File: config.mk
export PLATFORM = sky130hd
export DESIGN_NAME = dmem_port_arbiter
export DESIGN_NICKNAME = d
export VERILOG_FILES = /design/src/rtl/dmem_port_arbiter.sv
export SDC_FILE = /design/constraint.sdc
export NUM_CORES = 1
export LEC_CHECK = 0
export CORE_UTILIZATION = 40
export DETAILED_ROUTE_END_ITERATION = 16
export PLACE_DENSITY = 0.77
export SLEW_MARGIN = 20
export SYNTH_ARGS = -nofsm -noshare
export SYNTH_HDL_FRONTEND = slang
export SYNTH_SLANG_ARGS = --single-unit
export TNS_END_PERCENT = 30
File: constraint.sdc
create_clock -name clk -period 2.7 [get_ports clk]
set_input_delay 0.54 -clock clk [delete_from_list [all_inputs] [get_ports clk]]
set_output_delay 0.54 -clock clk [all_outputs]
set_load 0.1 [all_outputs]
File: src/rtl/dmem_port_arbiter.sv
// dmem_port_arbiter
//   Shares one variable-latency data-memory port between the CPU datapath and a
//   DMA/debug requester. One transaction is in flight at a time; each access is
//   sequenced IDLE -> ISSUE -> (WAIT) -> DONE -> IDLE over a req/ready/rvalid bus.
//   The CPU is held off through cpu_stall until its own access completes.
//
// Ports
//   clk, reset                    clock (rising edge), asynchronous active-low reset
//   cpu_req/we/be/addr/wdata      CPU request, held stable until cpu_done
//   cpu_stall                     combinational cpu_req & ~cpu_done
//   cpu_done/err/rdata            completion pulse, timeout flag, held load data
//   dma_req/we/be/addr/wdata      DMA request, same rules as the CPU side
//   dma_gnt                       DMA currently owns the port (ISSUE/WAIT/DONE)
//   dma_done/err/rdata            as for the CPU side
//   mem_valid/we/be/addr/wdata    registered request towards memory
//   mem_ready                     memory accepts the request (honoured in ISSUE only)
//   mem_rvalid/mem_rdata          read return (honoured in WAIT only)
module dmem_port_arbiter #(
  parameter int AW      = 32,
  parameter int DW      = 32,
  parameter int TIMEOUT = 64
) (
  input  logic              clk,
  input  logic              reset,
  input  logic              cpu_req,
  input  logic              cpu_we,
  input  logic [DW/8-1:0]   cpu_be,
  input  logic [AW-1:0]     cpu_addr,
  input  logic [DW-1:0]     cpu_wdata,
  output logic              cpu_stall,
  output logic              cpu_done,
  output logic              cpu_err,
  output logic [DW-1:0]     cpu_rdata,
  input  logic              dma_req,
  input  logic              dma_we,
  input  logic [DW/8-1:0]   dma_be,
  input  logic [AW-1:0]     dma_addr,
  input  logic [DW-1:0]     dma_wdata,
  output logic              dma_gnt,
  output logic              dma_done,
  output logic              dma_err,
  output logic [DW-1:0]     dma_rdata,
  output logic              mem_valid,
  output logic              mem_we,
  output logic [DW/8-1:0]   mem_be,
  output logic [AW-1:0]     mem_addr,
  output logic [DW-1:0]     mem_wdata,
  input  logic              mem_ready,
  input  logic              mem_rvalid,
  input  logic [DW-1:0]     mem_rdata
);

  localparam int CW = (TIMEOUT > 1) ? $clog2(TIMEOUT) : 1;
  localparam logic [CW-1:0] TO_LAST = CW'((TIMEOUT > 0) ? TIMEOUT - 1 : 0);

  typedef enum logic [1:0] {S_IDLE, S_ISSUE, S_WAIT, S_DONE} state_t;
  typedef enum logic {OWN_CPU = 1'b0, OWN_DMA = 1'b1} owner_t;

  state_t        state, state_next;
  owner_t        owner, owner_next, last_owner;
  logic [CW-1:0] count;
  logic          timeout_hit;
  logic          finish;
  logic          finish_err;
  logic          capture;

  assign cpu_stall = cpu_req & ~cpu_done;

  always_comb begin
    state_next  = state;
    owner_next  = owner;
    finish      = 1'b0;
    finish_err  = 1'b0;
    capture     = 1'b0;
    timeout_hit = (TIMEOUT != 0) && (count == TO_LAST);
    case (state)
      S_IDLE: begin
        if (cpu_req || dma_req) begin
          state_next = S_ISSUE;
          // Round-robin: on contention the side that was not served last wins.
          owner_next = (dma_req && (!cpu_req || last_owner == OWN_CPU)) ? OWN_DMA : OWN_CPU;
        end
      end
      S_ISSUE: begin
        // A write accepted in the final counted cycle still completes cleanly;
        // a read accepted then has no time left for its data and times out.
        if (mem_ready && mem_we) begin
          state_next = S_DONE;
          finish     = 1'b1;
        end else if (timeout_hit) begin
          state_next = S_DONE;
          finish     = 1'b1;
          finish_err = 1'b1;
        end else if (mem_ready) begin
          state_next = S_WAIT;
        end
      end
      S_WAIT: begin
        if (mem_rvalid) begin
          state_next = S_DONE;
          finish     = 1'b1;
          capture    = 1'b1;
        end else if (timeout_hit) begin
          state_next = S_DONE;
          finish     = 1'b1;
          finish_err = 1'b1;
        end
      end
      S_DONE:  state_next = S_IDLE;
      default: state_next = S_IDLE;
    endcase
  end

  always_ff @(posedge clk or negedge reset) begin
    if (!reset) begin
      state      <= S_IDLE;
      owner      <= OWN_CPU;
      last_owner <= OWN_DMA;
      count      <= '0;
      mem_valid  <= 1'b0;
      mem_we     <= 1'b0;
      mem_be     <= '0;
      mem_addr   <= '0;
      mem_wdata  <= '0;
      dma_gnt    <= 1'b0;
      cpu_done   <= 1'b0;
      cpu_err    <= 1'b0;
      cpu_rdata  <= '0;
      dma_done   <= 1'b0;
      dma_err    <= 1'b0;
      dma_rdata  <= '0;
    end else begin
      state     <= state_next;
      owner     <= owner_next;
      mem_valid <= (state_next == S_ISSUE);
      dma_gnt   <= (state_next != S_IDLE) && (owner_next == OWN_DMA);
      cpu_done  <= finish && (owner == OWN_CPU);
      cpu_err   <= finish_err && (owner == OWN_CPU);
      dma_done  <= finish && (owner == OWN_DMA);
      dma_err   <= finish_err && (owner == OWN_DMA);

      if (state == S_IDLE && state_next == S_ISSUE) begin
        count <= '0;
        if (owner_next == OWN_DMA) begin
          mem_we    <= dma_we;
          mem_be    <= dma_be;
          mem_addr  <= dma_addr;
          mem_wdata <= dma_wdata;
        end else begin
          mem_we    <= cpu_we;
          mem_be    <= cpu_be;
          mem_addr  <= cpu_addr;
          mem_wdata <= cpu_wdata;
        end
      end else if (state == S_ISSUE || state == S_WAIT) begin
        count <= count + 1'b1;
      end

      if (capture) begin
        if (owner == OWN_DMA) dma_rdata <= mem_rdata;
        else                  cpu_rdata <= mem_rdata;
      end

      if (state == S_DONE) last_owner <= owner;
    end
  end

endmodule

; ---- Word level (Yosys, flattened, before mapping)
; Index checks and enable logic that the tools add are counted.
[totals]
ff_bits = 149
elab_cells = 68
[op_classes]
add_sub_neg = 1
eq_ne = 5
mux = 25
n_bitwise = 4
reduce_logical = 17
[op_table]
columns = operator, count
row1 = $mux 32, 2
row2 = $mux 2, 6
row3 = $mux 6, 2
row4 = $mux 1, 11
row5 = $logic_and 1x1->1, 8
row6 = $pmux 2 s4, 1
row7 = $add 6x1->6 const B, 1
row8 = $eq 6x6->1 const B, 1
row9 = $eq 2x1->1 const B, 2
row10 = $eq 2x2->1 const B, 2
row11 = $mux 4, 1
row12 = $pmux 1 s2, 2
row13 = $reduce_and 2->1, 2
row14 = $reduce_bool 2->1, 2
row15 = $logic_or 1x1->1, 3
row16 = $not 1->1, 3
row17 = $logic_not 2->1, 1
row18 = $and 1x1->1, 1
row19 = $logic_not 1->1, 1

; ---- Depth between registers and ports, before layout
[depth]
ltp_word = 7
depth_mapped = 9

; ---- Least setup slack after synthesis
; No wires, ideal clock.
[synth_path]
path_kind = reg-to-output
start = register cpu_done
end = output cpu_stall
t_arrival_ps = 2211
path_slack_ps = -51
path_stages_with_launch = 2
path_cell_list = dfrtp_1 -> nor2b_1
[synth_between]
elab_chain_len = 2
[synth_rtl]
columns = item, line
row1 = "start, declared", 31  ; output logic cpu_done,
row2 = "start signal, assigned", 137  ; cpu_done <= finish && (owner == OWN_CPU);
row3 = $not 1->1, 67  ; assign cpu_stall = cpu_req & ~cpu_done;
row4 = $and 1x1->1, 67
row5 = "end, declared", 30  ; output logic cpu_stall,
; Every way passes these cells.

; ---- Worst setup path after layout
[layout_path]
start = register state[1]
end = register mem_wdata[8]
[layout_between]
elab_chain_len = 6
[layout_rtl]
columns = item, line
row1 = "start, declared", 59  ; state_t state, state_next;
row2 = "start signal, assigned", 133  ; state <= state_next;
row3 = $mux 2, 94  ; end else if (mem_ready) begin
row4 = $mux 2, 90  ; end else if (timeout_hit) begin
row5 = $mux 2, 87  ; if (mem_ready && mem_we) begin
row6 = $pmux 2 s4, 76  ; case (state)
row7 = $eq 2x1->1, 142  ; if (state == S_IDLE && state_next == S_ISSUE) begin
row8 = $logic_and 1x1->1, 142
row9 = "end signal, assigned", 148  ; mem_wdata <= dma_wdata;
row10 = "end signal, assigned", 153  ; mem_wdata <= cpu_wdata;
row11 = "end, declared", 47  ; output logic [DW-1:0] mem_wdata,
; Parallel ways exist; a longest one is shown, timed or not.
; A chain may end at the register's enable or synchronous reset.

==> flow_metrics.py <==
metrics = {
    "run_status": {
        "status": "completed",
    },
    "drt": {
        "vias": 4790,
        "drtPass1Iterations": 4,
        "drcViolationCount": 0,
        "drt_wl_total_mm": 17.8,
        "ant_nets": 0,
        "avgViaCountPerCell": 4.80,
        "first_iter_violations": 122,
        "wl_per_cell_um": 17.8,
    },
    "placement": {
        "port-buffer-count": 315,
        "dpl_cell_area_um2": 9770,
        "pre_cts_ws_ns": -0.226,
        "gp_congestion": 0.848,
        "placedCellCount": 964,
        "hpwl_mm": 13.8,
    },
    "floorplan": {
        "die-area_um2": 17000,
        "core_area_um2": 15900,
        "fp.dieH_um": 130,
        "dieWidth_um": 130,
        "rows": 46,
        "initial_core_util_pct": 41.2,
        "ios": 316,
    },
    "setup_path": {
        "start_kind": "flop",
        "r2r-end": "mem_wdata[8]$_DFFE_PN0P_",
        "crit_top_cell": "buf_12",
        "cp_slowest_cell": "dfrtp_1",
        "crit_required_ns": 2.99,
        "reg2reg_from": "state[1]$_DFF_PN0_",
        "critPathMaxStageDelay_ns": 0.50,
        "critical_path_class": "reg -> reg",
        "rr_worst_depth": 9,
        "crit_path_end_kind": "flop",
        "regToRegSetupSlack_ns": 0.24,
        "critical_path_arrival_ns": 2.75,
        "path_max_fanout": 29,
        "path_cells": "inv_1 > ha_1 > nor4b_1 > o21bai_1 > o32a_1 > nor3b_4 > buf_12 > buf_12 > mux2_2",
    },
    "finish": {
        "drive_above_1_share_pct": 46.0,
        "final_util_pct": 65.0,
        "layout.nets": 952,
        "design_area_um2": 10400,
        "fill_cells": 1255,
        "fin_cells": 998,
        "layout-area-overhead-vs-synth_pct": 57.5,
        "antenna_cells": 0,
    },
    "global_routing": {
        "grt_overflow": 0,
        "antenna_found_initial": 0,
        "grt_max_degree": 87,
        "grt_pass1_wl_mm": 26.2,
        "grt_pass1_vias": 5023,
        "gr-usage-all-layers_pct": 20.7,
    },
    "clock_network": {
        "hold_buffers": 0,
        "cts_buffer_depth": 2,
        "cts-root-buf": "clkbuf_16",
        "htreeDepth": 4,
        "clk_latency_ns": 0.42,
        "clock-sinks": 149,
        "cts_tree": "done",
        "numCtsBuffers": 17,
        "clkTransAtPathRegs_ns": 0.06,
    },
    "flow_run": {
        "drv_cap": 0,
    },
    "synthesis": {
        "ys_seq_area_share_pct": 56.7,
        "ys_top_cells_by_count": "mux2_2, dfrtp_1, mux2_1",
        "yosysUniqueCellTypes": 33,
        "yosys.cell_count.top_type": "mux2_2",
        "ys.flop_type": "dfrtp_1",
        "ys_top_cells_by_area": "dfrtp_1, mux2_2, mux2_1",
        "yosys_warnings": 0,
        "async_flop_share_pct": 100,
        "ys_ff_latch": 149,
        "yosysTopAreaCell": "dfrtp_1",
        "syn_area_per_cell_um2": 15.1,
        "postSynthCellCount": 436,
        "synth_area_um2": 6580,
        "synth_edf_count": 0,
        "synth_nets": 619,
        "netlist.area_leader.share_pct": 56.3,
    },
    "sta": {
        "rsz0062_at_grt": "no",
        "setup_viol": 0,
        "max_slew_margin_pct": 68.6,
        "setup_slack_ns": 0.241,
        "max_freq_mhz": 407,
        "final-hold-violation-count": 0,
        "tightest_slew_ns": 0.471,
        "fin_crit_sh_pct": 91.1,
        "period_needed_ns": 2.46,
        "drv_slew": 0,
        "clock_skew_ns": 0.00924,
    },
    "min_path": {
        "holdCritPathClass": "in -> async",
    },
}
==> sequential cells by signal (all words and copies together) (netlist names), 2 cells and up <==
register	cells
cpu_rdata	32
mem_addr	32
mem_be	4
mem_wdata	32
state	2
count	6
dma_rdata	32
==> final cells by class <==
class	count	area [um^2]	share of cell area, %
sequential	149	3730	36.0
timing repair buffer	336	3050	29.4
multi-input combinational	259	2730	26.3
clock buffer	18	429	4.14
tap	216	270	2.61
clock inverter	14	130	1.26
inverter	6	22.5	0.217
==> worst max-delay path: cells and delay by family (launching register included) <==
family | cells | cell delay (ns)
flip-flops | 1 | 0.50
buffers and inverters | 3 | 0.49
AND/OR/NAND/NOR | 2 | 0.41
multiplexers | 1 | 0.36
AO/OA/AOI/OAI | 2 | 0.35
adder cells (fa/ha/maj) | 1 | 0.22
==> kinds of logic after synthesis <==
group                      Yosys count  synth area share [%]
AOI/OAI and AO/OA                   11                  1.58
DFF                                149                  56.7
buffers and inverters               28                  2.26
xor gates and xnor gates             5                 0.666
and+or+nand+nor                     31                  2.36
muxes                              205                  35.1
adders and majority gates            7                  1.33
==> stage by stage <==
step	TNS, ns	hold WS, ns
2_1_floorplan	0	0.244
3_3_place_gp	-10.47	0.469
3_5_place_dp	-12.96	0.480
4_1_cts	0	0.0345
5_1_grt	0	0.0564
6_report	0	0.0381
==> per-layer routing <==
layer / up-vias / track usage (%) / share of wire [%]
met2: 199 / 37.1 / 52
met4: 0 / 7.11 / 1.2
li1: 2227 / - / -
met3: 16 / 7.22 / 9.4
met5: - / 0 / 0
met1: 2348 / 22.7 / 38
==> layout by cell type (no fill, tap or decap), drive strengths merged, types with 2 or more instances in the layout <==
| cell type | netlist | layout |
|---|---|---|
| xor2 | 3 | 3 |
| ha | 7 | 7 |
| clkinvlp | 0 | 5 |
| dfrtp | 148 | 148 |
| nand3 | 3 | 3 |
| a211oi | 3 | 3 |
| clkinv | 0 | 6 |
| inv | 6 | 8 |
| xnor2 | 2 | 2 |
| clkdlybuf4s50 | 0 | 174 |
| o21ai | 3 | 3 |
| clkbuf | 10 | 18 |
| nand2 | 7 | 7 |
| buf | 12 | 162 |
| mux2 | 204 | 204 |
| nor2 | 12 | 12 |
| nand4 | 2 | 2 |
==> worst max-delay path by stage <==
stage                            start                       end  slack, ns  depth (start not counted)
floorplan           mem_we$_DFFE_PN0P_   mem_addr[0]$_DFFE_PN0P_       0.24                          7
global placement             mem_ready  mem_wdata[8]$_DFFE_PN0P_      -0.18                          7
detailed placement           mem_ready  mem_wdata[8]$_DFFE_PN0P_      -0.23                          7
CTS                 state[1]$_DFF_PN0_  mem_wdata[8]$_DFFE_PN0P_       0.23                          9
global route        state[1]$_DFF_PN0_  mem_wdata[8]$_DFFE_PN0P_       0.14                          9
finish              state[1]$_DFF_PN0_  mem_wdata[8]$_DFFE_PN0P_       0.24                          9
==> what timing repair did <==
item	4_1_cts	5_1_grt
setup endpoints to repair	25	0
buffers inserted	2	0
resized for setup	0	0
Power is not shown: default switching activity piles up to over one toggle a cycle in this logic, so the estimate is an artifact.
